[src/rtl/reg_file_wb_pkg.sv]
// Shared widths and ALU select encodings for the register file, ALU and CPU top.
package reg_file_wb_pkg;

    localparam int DATA_W  = 8;
    localparam int REG_CNT = 8;
    localparam int ADDR_W  = 3;

    typedef enum logic [2:0] {
        ALU_FWD = 3'b000,
        ALU_ADD = 3'b001,
        ALU_AND = 3'b010,
        ALU_OR  = 3'b011
    } alu_sel_e;

    // FWD passes operand 2 through, matching the datapath's immediate/move path.
    function automatic logic [DATA_W-1:0] alu_eval(input alu_sel_e sel,
                                                   input logic [DATA_W-1:0] a,
                                                   input logic [DATA_W-1:0] b);
        logic [DATA_W-1:0] res;
        res = b;
        case (sel)
            ALU_ADD: res = a + b;
            ALU_AND: res = a & b;
            ALU_OR:  res = a | b;
            default: res = b;
        endcase
        return res;
    endfunction

endpackage

[src/rtl/reg_file_wb_rf_read_mux.sv]
// Read-value selector for one read port: newest of incoming write, write-back stage, array.
module rf_read_mux #(
    parameter int DATA_WIDTH = 8,
    parameter int AW         = 3,
    parameter int BYPASS     = 1
) (
    input  logic [AW-1:0]         i_rd_addr,
    input  logic [DATA_WIDTH-1:0] i_arr_data,
    input  logic                  i_wr_en,
    input  logic [AW-1:0]         i_wr_addr,
    input  logic [DATA_WIDTH-1:0] i_wr_data,
    input  logic                  i_wb_valid,
    input  logic [AW-1:0]         i_wb_addr,
    input  logic [DATA_WIDTH-1:0] i_wb_data,
    output logic [DATA_WIDTH-1:0] o_rd_data
);

    generate
        if (BYPASS != 0) begin : g_bypass
            // The incoming write is younger than the write-back entry, so it wins.
            always_comb begin
                o_rd_data = i_arr_data;
                if (i_wr_en && (i_wr_addr == i_rd_addr)) begin
                    o_rd_data = i_wr_data;
                end else if (i_wb_valid && (i_wb_addr == i_rd_addr)) begin
                    o_rd_data = i_wb_data;
                end
            end
        end else begin : g_array_only
            logic w_unused;
            assign w_unused  = ^{i_wr_en, i_wr_addr, i_wr_data, i_wb_valid, i_wb_addr, i_wb_data};
            assign o_rd_data = i_arr_data;
        end
    endgenerate

endmodule

[src/rtl/reg_file_wb.sv]
// Register file with a one-entry write-back stage and registered dual read ports.
module reg_file_wb
    import reg_file_wb_pkg::*;
#(
    parameter int DATA_WIDTH = DATA_W,
    parameter int REG_COUNT  = REG_CNT,
    parameter int BYPASS     = 1,
    localparam int AW        = $clog2(REG_COUNT)
) (
    input  logic                  CLK,
    input  logic                  RESET_N,
    input  logic [DATA_WIDTH-1:0] IN,
    input  logic [AW-1:0]         WRITEREG,
    input  logic                  WRITEENABLE,
    input  logic [AW-1:0]         OUT1ADDRESS,
    input  logic [AW-1:0]         OUT2ADDRESS,
    output logic [DATA_WIDTH-1:0] REGOUT1,
    output logic [DATA_WIDTH-1:0] REGOUT2,
    output logic                  WBPENDING
);

    logic [DATA_WIDTH-1:0] r_array [REG_COUNT];
    logic [DATA_WIDTH-1:0] r_wb_data;
    logic [AW-1:0]         r_wb_addr;
    logic                  r_wb_valid;
    logic [DATA_WIDTH-1:0] r_out1;
    logic [DATA_WIDTH-1:0] r_out2;
    logic [DATA_WIDTH-1:0] w_rd1;
    logic [DATA_WIDTH-1:0] w_rd2;

    rf_read_mux #(.DATA_WIDTH(DATA_WIDTH), .AW(AW), .BYPASS(BYPASS)) u_rd_mux1 (
        .i_rd_addr  (OUT1ADDRESS),
        .i_arr_data (r_array[OUT1ADDRESS]),
        .i_wr_en    (WRITEENABLE),
        .i_wr_addr  (WRITEREG),
        .i_wr_data  (IN),
        .i_wb_valid (r_wb_valid),
        .i_wb_addr  (r_wb_addr),
        .i_wb_data  (r_wb_data),
        .o_rd_data  (w_rd1)
    );

    rf_read_mux #(.DATA_WIDTH(DATA_WIDTH), .AW(AW), .BYPASS(BYPASS)) u_rd_mux2 (
        .i_rd_addr  (OUT2ADDRESS),
        .i_arr_data (r_array[OUT2ADDRESS]),
        .i_wr_en    (WRITEENABLE),
        .i_wr_addr  (WRITEREG),
        .i_wr_data  (IN),
        .i_wb_valid (r_wb_valid),
        .i_wb_addr  (r_wb_addr),
        .i_wb_data  (r_wb_data),
        .o_rd_data  (w_rd2)
    );

    // Commit of the old entry and capture of a new one share an edge, so no write is lost.
    always_ff @(posedge CLK or negedge RESET_N) begin
        if (!RESET_N) begin
            for (int i = 0; i < REG_COUNT; i++) begin
                r_array[i] <= '0;
            end
            r_wb_data  <= '0;
            r_wb_addr  <= '0;
            r_wb_valid <= 1'b0;
            r_out1     <= '0;
            r_out2     <= '0;
        end else begin
            r_wb_valid <= WRITEENABLE;
            if (WRITEENABLE) begin
                r_wb_data <= IN;
                r_wb_addr <= WRITEREG;
            end
            if (r_wb_valid) begin
                r_array[r_wb_addr] <= r_wb_data;
            end
            r_out1 <= w_rd1;
            r_out2 <= w_rd2;
        end
    end

    assign REGOUT1   = r_out1;
    assign REGOUT2   = r_out2;
    assign WBPENDING = r_wb_valid;

endmodule
[config.mk]
export PLATFORM = sky130hd
export DESIGN_NAME = reg_file_wb
export DESIGN_NICKNAME = d
export VERILOG_FILES = /design/src/rtl/reg_file_wb_pkg.sv /design/src/rtl/reg_file_wb_rf_read_mux.sv /design/src/rtl/reg_file_wb.sv
export SDC_FILE = /design/constraint.sdc
export NUM_CORES = 1
export LEC_CHECK = 0
export ABC_AREA = 1
export BUFFER_PORTS_ARGS = -buffer_cell sky130_fd_sc_hd__buf_2
export CORE_ASPECT_RATIO = 0.9
export CORE_MARGIN = 2
export CORE_UTILIZATION = 45
export CTS_BUF_LIST = sky130_fd_sc_hd__clkbuf_4
export DETAILED_ROUTE_END_ITERATION = 8
export SYNTH_ARGS = -nofsm -noshare
export SYNTH_HDL_FRONTEND = slang
export SYNTH_SLANG_ARGS = --single-unit
[constraint.sdc]
create_clock -name CLK -period 2.37 [get_ports CLK]
set_input_delay 0.5925 -clock CLK [delete_from_list [all_inputs] [get_ports CLK]]
set_output_delay 0.5925 -clock CLK [all_outputs]
set_load 0.01 [all_outputs]
==> impl_metrics.tcl <==
set metrics [dict create \
    htree_levels 3 \
    num_vias 4789 \
    switching_share 0.367 \
    port_buffers 36 \
    grt_use_total 0.256 \
    combPwrFrac 0.281 \
    grt.overflow.total 0 \
    cp_max_fo 4 \
    clockRootBuffer "clkbuf_4" \
    required_ns 1.78 \
    whs_ns 0.0769 \
    ctsResizeCount 0 \
    synth_top_area_frac 0.447 \
    cts_made_buffers 9 \
    fin_crit_sh 0.691 \
    slew_violations 0 \
    dr.first_iter.drc_count 465 \
    grt_util_met2 0.388 \
    finalClockSkew_ns 0.0155 \
    cts_tree "yes" \
    worstSetupStartpointType "flip-flop" \
    p_int_mw 2.76 \
    cp-startpoint "WBPENDING" \
    regToRegSetupSlack_ns 0.76 \
    clock-sinks 92 \
    num-nets-final 756 \
    ys_ff_latch 92 \
    worstPathArrival_ns 1.05 \
    rsz0062_at_grt "no" \
    cp.buffers_inverters 1 \
    post-dp-hpwl_um 10700 \
    pin_count 37 \
    syn_to_final_growth_pct 7.77 \
    setup_violations 0 \
    maxCapViolations 0 \
    path_cells "buf_2" \
    first_pass_iters 5 \
    groute.layer.met3.usage 0.0477 \
    ant_nets 0 \
    grt_pass1_vias 4580 \
    drc 0 \
    final_common_cell "nand2_1" \
    hold_viol 0 \
    met1_usage 0.372 \
    insertion_delay_ns 0.46 \
    yosysUniqueCellTypes 25 \
    outcome "finished clean" \
    worstRegToRegCells 3 \
    power_frac_clock 0.204 \
    grt_pass1_wl_um 24100 \
    worstMarginPinSlew_ns 0.650 \
    placed_area_um2 5410 \
    maxSlewHeadroom 0.565 \
    criticalPathCategory "flip-flop to output pin" \
    die-area_um2 12300 \
    vdd_ir_drop_max_uv 405 \
    min_period_ns 1.64 \
    tns_ns 0 \
    hp-class "primary input to async pin" \
    clk_pin_slew_ns 0.15 \
    power.density_nw_per_um2 787 \
    slowest_delay_ns 0.44 \
    seqPwrFrac 0.516 \
    worstReg2RegStart "r_wb_addr[0]" \
    initial_core_util 0.456 \
    synth_nets 735 \
    drt-total-wl_um 14800 \
    synth_top_area_cell "dfrtp_1" \
    synthTopCellsByArea "dfrtp_1 45%, nand2_1 20%, nand3_1 11%" \
    reg2reg_to "r_array[9]" \
    fmax_mhz 610 \
    chipWidth_um 117 \
    via_per_inst 5.34 \
    grt_max_degree 37 \
    clockBufferDepth 2 \
    layout_common_cells "271 x nand2_1, 115 x nand3_1, 92 x dfrtp_1, 72 x o21ai_0, 53 x inv_1" \
    gp_congestion 0.901 \
    drive_gt1_frac 0.140 \
    diodes 0 \
    ys_warn_count 0 \
    wl_per_cell_um 16.5 \
    p_total_mw 4.37 \
    synth_area_um2 5150 \
    cp_slowest_cell "dfrtp_1" \
    gr-max-usage-layer "met2" \
    die_h_um 105 \
    switchingPower_mw 1.60 \
    antenna_found_initial 0 \
    row_count 37 \
    post_cts_buffers 0 \
    ys_seq_area_frac 0.447 \
    crit_cells 1 \
    worstSetupEndpointType "output pin" \
    cp_top_family "flip-flops" \
    fin_area_um2 5550 \
    synthCells 715 \
    avgSynthCellArea_um2 7.20 \
    ctsHoldBuffers 0 \
    leakage_nw 2.82 \
    core_um2 11300 \
]
-- stage by stage --
stage,util,setup WS [ns],instances
after floorplan,-,0.890,715
after global placement,0.479,0.395,881
after detailed placement,0.479,0.358,881
after CTS,0.491,0.710,897
after global routing,0.491,0.553,897
final,0.491,0.731,897
-- logic make-up after synthesis --
| family | after synthesis | synth area share |
|---|---|---|
| AND/OR/NAND/NOR | 426 | 0.355 |
| buffers and inverters | 101 | 0.0926 |
| XOR/XNOR | 1 | 0.00170 |
| flip-flops | 92 | 0.447 |
| AO/OA/AOI/OAI | 95 | 0.104 |
-- area by class of cell --
class	count	area, um2
flip-flops and latches	92	2300
multi-input cells	522	2370
repair buffers	47	290
fillers	1182	5750
well taps	156	195
inverters	64	251
clock buffers	12	90.1
clock inverters	4	50.0
-- worst max path at each step --
stage,endpoint,slack [ns]
2_1_floorplan,REGOUT2[0],0.89
3_3_place_gp,REGOUT1[1],0.39
3_5_place_dp,REGOUT1[3],0.36
4_1_cts,WBPENDING,0.71
5_1_grt,r_array[10],0.55
6_report,WBPENDING,0.73
-- sequential cells by signal, summed over array words and instances, names as in the netlist --
name       cells
REGOUT1        8
WBPENDING      1
REGOUT2        8
r_wb_addr      3
r_wb_data      8
r_array       64
-- cell usage after synthesis (all sizes together) --
cell and instances:
nand2 279, nand3 115, dfrtp 92, o21ai 85
inv 62, buf 31, nor2 31, a21oi 10
clkbuf 6, clkinv 2, nor3 1, xor2 1
-- power groups by stage --
stage / combinational, mW / sequential, mW / clock [mW]
after global routing: 1.41 / 2.30 / 0.974
after global placement: 1.20 / 2.27 / 0
after CTS: 1.23 / 2.24 / 0.915
final: 1.23 / 2.25 / 0.889
after floorplan: 0.852 / 2.22 / 0
after detailed placement: 1.22 / 2.28 / 0
-- routing by layer --
metal	routed length, um	up-vias	share of wire
met4	340	0	0.023
met2	6570	174	0.44
met3	1050	27	0.071
met5	0	-	0
li1	-	2306	-
met1	6860	2282	0.46
-- worst reg2reg max path: stages, from the launching register on --
cell,delay (ns)
dfrtp_1,0.46
nor2_4,0.20
nand3_1,0.50
o21ai_0,0.36
(Power assumes the default switching activity.)
